### src/rtl/data_bus_arbiter.sv
// data_bus_arbiter: round-robin owner selection for the shared data-memory bus.
// A per-master lock keeps ownership across multi-cycle sequences, and a hold
// limit hands the bus on from an unlocked owner that has had it long enough
// while someone else is waiting.
//
// Ports:
//   clk      - clock, all state changes on the rising edge
//   rst      - asynchronous, active-high reset
//   req      - bus request, one bit per master (bit 0 = CPU)
//   lock     - lock request, only the current owner's bit is looked at
//   grant    - one-hot (or zero) grant, gated by the owner's live request
//   owner    - index of the last or current owner
//   bus_busy - high while any grant is high
module data_bus_arbiter #(
    parameter int unsigned NUM_MASTERS = 4,
    parameter int unsigned MAX_HOLD    = 8,
    parameter int unsigned IDX_W       = $clog2(NUM_MASTERS)
) (
    input  logic                   clk,
    input  logic                   rst,
    input  logic [NUM_MASTERS-1:0] req,
    input  logic [NUM_MASTERS-1:0] lock,
    output logic [NUM_MASTERS-1:0] grant,
    output logic [IDX_W-1:0]       owner,
    output logic                   bus_busy
);

    localparam int unsigned HOLD_W = $clog2(MAX_HOLD + 1);
    localparam logic [HOLD_W-1:0] HOLD_MAX  = HOLD_W'(MAX_HOLD);
    localparam logic [HOLD_W-1:0] HOLD_LAST = HOLD_W'(MAX_HOLD - 1);

    typedef enum logic {
        IDLE  = 1'b0,
        GRANT = 1'b1
    } state_t;

    state_t                   state;
    logic [NUM_MASTERS-1:0]   own_oh;
    logic [HOLD_W-1:0]        hold_cnt;
    logic                     active;

    logic                     owner_req;
    logic                     owner_lock;
    logic [NUM_MASTERS-1:0]   cand;
    logic                     pick_valid;
    logic [IDX_W-1:0]         pick_idx;
    logic [NUM_MASTERS-1:0]   pick_oh;

    assign active = (state == GRANT);

    // Grant is gated by the live request so a releasing owner drops it at once.
    assign grant    = own_oh & req & {NUM_MASTERS{active}};
    assign bus_busy = |grant;

    // own_oh is zero while idle, so one candidate mask serves both states:
    // idle searches everyone, granted searches everyone but the owner.
    always_comb begin
        owner_req  = |(req & own_oh);
        owner_lock = |(lock & own_oh);
        cand       = req & ~own_oh;
        pick_valid = 1'b0;
        pick_idx   = owner;
        for (int unsigned i = 1; i <= NUM_MASTERS; i++) begin
            if (!pick_valid && cand[IDX_W'((32'(owner) + i) % NUM_MASTERS)]) begin
                pick_valid = 1'b1;
                pick_idx   = IDX_W'((32'(owner) + i) % NUM_MASTERS);
            end
        end
        pick_oh = NUM_MASTERS'(1) << pick_idx;
    end

    // Arbitration state machine; a handover always clears the hold counter.
    always_ff @(posedge clk or posedge rst) begin
        if (rst) begin
            state    <= IDLE;
            own_oh   <= '0;
            owner    <= IDX_W'(NUM_MASTERS - 1);
            hold_cnt <= '0;
        end else begin
            case (state)
                IDLE: begin
                    if (pick_valid) begin
                        state    <= GRANT;
                        own_oh   <= pick_oh;
                        owner    <= pick_idx;
                        hold_cnt <= '0;
                    end
                end
                GRANT: begin
                    if (!owner_req) begin
                        if (pick_valid) begin
                            own_oh   <= pick_oh;
                            owner    <= pick_idx;
                            hold_cnt <= '0;
                        end else begin
                            state    <= IDLE;
                            own_oh   <= '0;
                            hold_cnt <= '0;
                        end
                    end else if (!owner_lock && pick_valid && (hold_cnt >= HOLD_LAST)) begin
                        // >= rather than == so an owner whose count saturated
                        // under lock is handed over as soon as the lock drops.
                        own_oh   <= pick_oh;
                        owner    <= pick_idx;
                        hold_cnt <= '0;
                    end else if (hold_cnt != HOLD_MAX) begin
                        hold_cnt <= HOLD_W'(hold_cnt + HOLD_W'(1));
                    end
                end
                default: begin
                    state    <= IDLE;
                    own_oh   <= '0;
                    hold_cnt <= '0;
                end
            endcase
        end
    end

endmodule

### config.mk
export PLATFORM = sky130hd
export DESIGN_NAME = data_bus_arbiter
export DESIGN_NICKNAME = d
export VERILOG_FILES = /design/src/rtl/data_bus_arbiter.sv
export SDC_FILE = /design/constraint.sdc
export NUM_CORES = 1
export LEC_CHECK = 0
export BUFFER_PORTS_ARGS = -buffer_cell sky130_fd_sc_hd__buf_2
export CORE_MARGIN = 8
export CORE_UTILIZATION = 45
export DETAILED_ROUTE_END_ITERATION = 7
export PLACE_DENSITY = 0.69
export SLEW_MARGIN = 10
export SYNTH_ARGS = -nofsm -noshare
export SYNTH_HDL_FRONTEND = slang
export SYNTH_SLANG_ARGS = --single-unit
### constraint.sdc
create_clock -name clk -period 1.86 [get_ports clk]
set_input_delay 0.093 -clock clk [delete_from_list [all_inputs] [get_ports clk]]
set_output_delay 0.093 -clock clk [all_outputs]
set_load 0.005 [all_outputs]
==> qor.yml, run 1 <==
finish:
  fillers: 143
  diodes: 0
  layout-drive-gt1-share: 0.248
  seqCellArea_sq_um: 278
  multi_input_area_sq_um: 437
  fin_util: 0.571
  layout_commonest_cell: "buf_2"
  synthToLayoutAreaGrowth_pct: 18.0
  final_nets: 114
  final_cell_mix: "16 x buf_2, 10 x nand2_1, 9 x dfrtp_1"
place:
  globalplace.congestion: 0.828
  hpwl_mm: 1.35
  numPortBuffers: 16
grt:
  grt_first_pass_wirelength_mm: 3.15
  grt_usage: 0.121
  grt_pass1_vias: 711
  grt_overflow_total: 0
  antenna_found_initial: 0
  grt_max_degree: 12
timing:
  skew_ns: 0.00263
  slew_headroom: 0.727
  timing.final.crit_share: 0.883
  maxSlewViolCount: 0
  finalHoldViolCount: 0
  worst_slew_pin_slew_ns: 0.398
  min_period_ns: 1.64
  fmax_mhz: 609
  rsz0062_at_grt: "no"
  setup_viol: 0
  finalSetupTns_ns: 0
synthesis:
  synth_area_sq_um: 737
  yosysSeqAreaShare: 0.377
  ys_types: 32
  synth_top_area_frac: 0.306
  yosysWarnings: 0
  syn_area_per_cell_sq_um: 9.10
  netlist_instances: 81
  synth_seq_cells: 11
  synth_area_leaders: "dfrtp_1 31%, dfstp_2 7.1%, a22o_1 5.9%"
  syn_nets: 93
  yosys.area.top_type: "dfrtp_1"
die:
  start_util: 0.484
  io-pin-count: 17
  fp-row-count: 14
  core_sq_um: 1520
  die_area_sq_um: 3190
  die_h_um: 56.5
  die_width_um: 56.5
setup_path:
  r2r_cells: 4
  cp-startpoint: "owner[1]"
  endpoint: "own_oh[3]"
  reg2reg_to: "own_oh[3]"
  reg2reg_from: "owner[1]"
  start_kind: "register"
  worst-setup-path-type: "register to register"
  cp_data_arrival_time_ns: 1.80
  rrSetupSlack_ns: 0.22
  cp_max_fo: 6
  required_ns: 2.01
  endpoint_kind: "register"
cts:
  htreeDepth: 1
  clk_path_buf_depth: 2
  cts_setup_buffers: 0
  cts_tree: "built"
  clk_pin_slew_worst_paths_ns: 0.07
  root_buffer: "clkbuf_4"
  cts_buffers: 3
  cts.sinks: 11
  clkLatencyLatePin_ns: 0.27
drt:
  wl_per_cell_um: 14.7
  dr.pass1.iters: 4
  viasPerCell: 5.63
  ant_nets: 0
  num_vias: 659
  wl_mm: 1.72
  drc: 0
  drtIter0Drc: 9
power_and_ir_drop:
  irDropWorstVdd_mv: 0.617
  power_mw: 1.26
  p_leak_nw: 0.428
  power_density_nw_per_um2: 1450
run:
  cap_violations: 0
min_path:
  min_path_type: "primary input to register"
  hp-start: "req[1]"
run_status:
  status: "finished, final reports clean"
## final cells by class
cell class | instances | share of cell area
Tap cell | 16 | 0.0230
Sequential cell | 11 | 0.319
Inverter | 5 | 0.0216
Clock buffer | 4 | 0.0302
Multi-Input combinational cell | 64 | 0.502
Timing Repair Buffer | 17 | 0.104
## logic make-up (layout without fill, tap and decap cells)
| kind of cell | count (synthesis) | count (layout) | synth area share |
|---|---|---|---|
| adder cells (fa/ha/maj) | 2 | 2 | 0.0340 |
| flip-flops | 11 | 11 | 0.377 |
| AND/OR/NAND/NOR | 31 | 31 | 0.209 |
| AO/OA/AOI/OAI | 25 | 25 | 0.270 |
| multiplexers | 4 | 4 | 0.0560 |
| buffers and inverters | 6 | 26 | 0.0306 |
| XOR/XNOR | 2 | 2 | 0.0238 |
## flip-flops by register name, summed over array words and instances (netlist names)
| name | count |
|---|---|
| active | 1 |
| own_oh | 4 |
| owner | 2 |
| hold_cnt | 4 |
## what timing repair did
action	in CTS	in global routing
endpoints found under the hold margin	9	0
gates resized for setup	0	0
hold buffers	1	0
## critical path: stages, from the launching register on
cell	delay, ns
dfstp_2	0.60
mux2i_1	0.19
nor2_1	0.05
a311o_1	0.40
a32o_1	0.29
## layer usage
| layer | global-route usage | wire [um] |
|---|---|---|
| met1 | 0.147 | 855 |
| met2 | 0.182 | 729 |
| met3 | 0.0427 | 115 |
| met4 | 0.0619 | 19 |
| met5 | 0 | 0 |
## through the flow
stage	std cells	hold WS (ns)	setup WS, ns	cell area (sq um)
finish	117	0.283	0.217	870
global route	117	0.315	0.0843	870
CTS	117	0.264	0.220	870
detailed placement	112	0.105	0.237	833
global placement	112	0.103	0.228	833
floorplan	81	-0.0560	0.318	737
## worst min path at each step
stage / cells past startpoint / slack, ns / endpoint
2_1_floorplan: 1 / -0.06 / active
3_3_place_gp: 2 / 0.10 / hold_cnt[3]
3_5_place_dp: 2 / 0.11 / own_oh[0]
4_1_cts: 5 / 0.26 / active
5_1_grt: 4 / 0.31 / active
6_report: 5 / 0.28 / active
## synthesized netlist by cell type (all sizes together)
library cell   n
nand2         10
dfrtp          9
nor2           8
o21ai          6
a22o           5
inv            5
and3           4
mux2i          3
nand2b         3
nor2b          3
a21oi          2
a2bb2oi        2
dfstp          2
ha             2
nor3           2
o22ai          2
a311o          1
a32o           1
clkbuf         1
mux2           1
nand4b         1
o2111ai        1
o211a          1
o211ai         1
o21a           1
o2bb2ai        1
o32ai          1
xnor2          1
xor2           1
## power breakdown
part           internal [mW]  switching (mW)
clock network         0.0831          0.0794
logic                  0.307           0.328
registers              0.341           0.121
Power figures use the tool's default switching activity.
==> run 2: changes to the inputs <==
--- a/config.mk
+++ b/config.mk
@@ -5,11 +5,13 @@
 export SDC_FILE = /design/constraint.sdc
 export NUM_CORES = 1
 export LEC_CHECK = 0
+export ABC_AREA = 1
 export BUFFER_PORTS_ARGS = -buffer_cell sky130_fd_sc_hd__buf_2
 export CORE_MARGIN = 8
 export CORE_UTILIZATION = 45
+export CTS_CLUSTER_SIZE = 24
 export DETAILED_ROUTE_END_ITERATION = 7
-export PLACE_DENSITY = 0.69
+export PLACE_DENSITY = 0.66
 export SLEW_MARGIN = 10
 export SYNTH_ARGS = -nofsm -noshare
 export SYNTH_HDL_FRONTEND = slang
==> qor.yml, run 2 <==
drt:
  viasPerCell: 5.15
  wl_per_cell_um: 13.2
  num_vias: 984
  drc: 0
  ant_nets: 0
  dr.pass1.iters: 4
  wl_mm: 2.53
  drtIter0Drc: 38
die:
  start_util: 0.457
  fp-row-count: 17
  core_sq_um: 2130
  die_width_um: 62.5
  die_h_um: 62.5
  io-pin-count: 17
  die_area_sq_um: 3900
run_status:
  status: "finished, final reports clean"
timing:
  finalHoldViolCount: 0
  slew_headroom: 0.712
  worst_slew_pin_slew_ns: 0.432
  maxSlewViolCount: 0
  skew_ns: 0.000619
  min_period_ns: 1.80
  setup_viol: 0
  timing.final.crit_share: 0.969
  fmax_mhz: 555
  rsz0062_at_grt: "yes"
setup_path:
  cp-startpoint: "owner[0]"
  worst_path_dominant_cell_family: "simple AND/OR/NAND/NOR gates"
  reg2reg_to: "own_oh[3]"
  cp_slowest_cell: "dfstp_2"
  cpMostUsedCell: "nand2_1"
  cp.buffers_inverters: 1
  cp_data_arrival_time_ns: 1.96
  endpoint_kind: "register"
  path_cells: "buf_6, nand3_2, nand3_2, nand2_4, nand2_4, nand2_1, nand2_1, nand2_1, nand2_1, nand2_2, nand3_1, nand2_1"
  reg2reg_from: "owner[0]"
  start_kind: "register"
  r2r_cells: 12
  cp_max_fo: 8
  required_ns: 2.02
  max_stage_delay_ns: 0.70
  rrSetupSlack_ns: 0.06
  worst-setup-path-type: "register to register"
synthesis:
  synth_edf_count: 0
  yosysWarnings: 0
  yosys.area.top_type: "dfrtp_1"
  synth.most_common_cell: "nand2_1"
  synth_top_area_frac: 0.232
  synth_top_flop_cell: "dfrtp_1"
  synth_seq_cells: 11
  syn_area_per_cell_sq_um: 7.15
  synth_common_cells: "41 x nand2_1, 19 x nand3_1, 13 x inv_1, 9 x dfrtp_1, 8 x nand2_2"
  synth_area_sq_um: 972
  ys_types: 23
  netlist_instances: 136
  syn_nets: 148
  synth_area_leaders: "dfrtp_1 23%, nand2_1 16%, nand3_1 9.8%"
  async_reset_ff_frac: 1.00
  yosysSeqAreaShare: 0.286
cts:
  cts_tree: "built"
  clk_pin_slew_worst_paths_ns: 0.07
  htreeDepth: 1
  clkLatencyLatePin_ns: 0.27
  cts.sinks: 11
  root_buffer: "clkbuf_4"
  clk_path_buf_depth: 2
  cts_buffers: 3
finish:
  layout.cells.non_filler: 191
  fillers: 205
  synthToLayoutAreaGrowth_pct: 29.6
  design_area_sq_um: 1260
  reg_top3: "hold_cnt (4), own_oh (4), owner (2)"
  fin_util: 0.592
  layout_commonest_cell: "nand2_1"
  diodes: 0
  seqCellArea_sq_um: 278
  final_cell_mix: "37 x nand2_1, 16 x buf_2, 12 x inv_1"
  final_nets: 176
  multi_input_area_sq_um: 699
  layout-drive-gt1-share: 0.442
power_and_ir_drop:
  irDropWorstVdd_mv: 1.14
  power_frac_comb: 0.729
  power_density_nw_per_um2: 1910
  power_frac_seq: 0.202
  p_switching_mw: 1.31
  pwr-share-clk: 0.068
  p_leak_nw: 0.638
  swShare: 0.544
  intPower_mw: 1.10
place:
  globalplace.congestion: 0.849
  dpl.cell_count: 179
  numPortBuffers: 16
  hpwl_mm: 1.85
  dpl-instance-area_sq_um: 1080
min_path:
  hold-path-cell-count: 5
  min_path_type: "primary input to register"
  hp-start: "req[3]"
  hold_end: "active"
grt:
  grt_pass1_vias: 937
  grt_overflow_total: 0
  antenna_found_initial: 0
  grt_max_degree: 12
  grt_first_pass_wirelength_mm: 3.97
  grt_usage: 0.122
run:
  cap_violations: 0
==> run 2: changes by cell type after synthesis, moves of 4 or more <==
cell / change
and3_1: -4
nand4_1: +5
inv_1: +8
nand3_1: +19
nand2_1: +31
nand3_2: +6
nand2_2: +8
a22o_1: -5
nand2_4: +5
==> run 2: final cells by class <==
class,instances,area share
clock buffers,4,0.0209
inverters,18,0.0596
multi-input cells,106,0.555
flip-flops and latches,11,0.220
well taps,28,0.0278
repair buffers,24,0.116
==> run 2: cells by family after synthesis <==
| kind of cell | Yosys count | synth area share |
|---|---|---|
| AND/OR/NAND/NOR | 98 | 0.569 |
| buffers and inverters | 19 | 0.0888 |
| flip-flops | 11 | 0.286 |
| adder cells (fa/ha/maj) | 2 | 0.0257 |
| AO/OA/AOI/OAI | 6 | 0.0309 |
==> run 2: layer usage <==
metal / track usage / part of all wire / wire, um
met5: 0 / 0 / 0
met4: 0.0456 / 0.0099 / 25
met3: 0.0233 / 0.042 / 107
met2: 0.221 / 0.52 / 1310
met1: 0.135 / 0.43 / 1080
==> run 2: power groups by stage <==
stage          Clock, mW  Combinational [mW]  Sequential [mW]
2_1_floorplan          0                1.22            0.423
3_3_place_gp           0                1.42            0.475
3_5_place_dp           0                1.45            0.481
4_1_cts            0.168                1.45            0.476
5_1_grt            0.184                1.94            0.508
6_report           0.164                1.76            0.488
==> run 2: metrics by stage <==
stage               hold slack (ns)  setup WS, ns  power, mW  TNS [ns]
CTS                           0.322        0.0600       2.10         0
detailed placement            0.111        0.0795       1.93         0
floorplan                   -0.0560         0.271       1.64         0
finish                        0.357        0.0585       2.41         0
global route                  0.386       -0.0385       2.63    -0.189
global placement              0.105         0.134       1.89         0
==> run 2: worst max-delay path by stage <==
stage	to	slack (ns)	cells past startpoint
finish	own_oh[3]	0.06	12
global route	hold_cnt[2]	-0.04	10
CTS	hold_cnt[2]	0.06	10
detailed placement	hold_cnt[2]	0.08	10
global placement	own_oh[3]	0.13	11
floorplan	hold_cnt[2]	0.27	12
==> run 2: worst register-to-register path: stages (launching register included) <==
cell     delay, ns
dfstp_2       0.70
buf_6         0.15
nand3_2       0.09
nand3_2       0.09
nand2_4       0.07
nand2_4       0.10
nand2_1       0.05
nand2_1       0.05
nand2_1       0.05
nand2_1       0.09
nand2_2       0.09
nand3_1       0.09
nand2_1       0.05
==> run 2: timing repair <==
action	CTS	global route
gates resized for setup	0	21
hold endpoints to repair	9	0
endpoints found under the setup margin	0	9
hold buffers	1	0
setup buffers	0	7
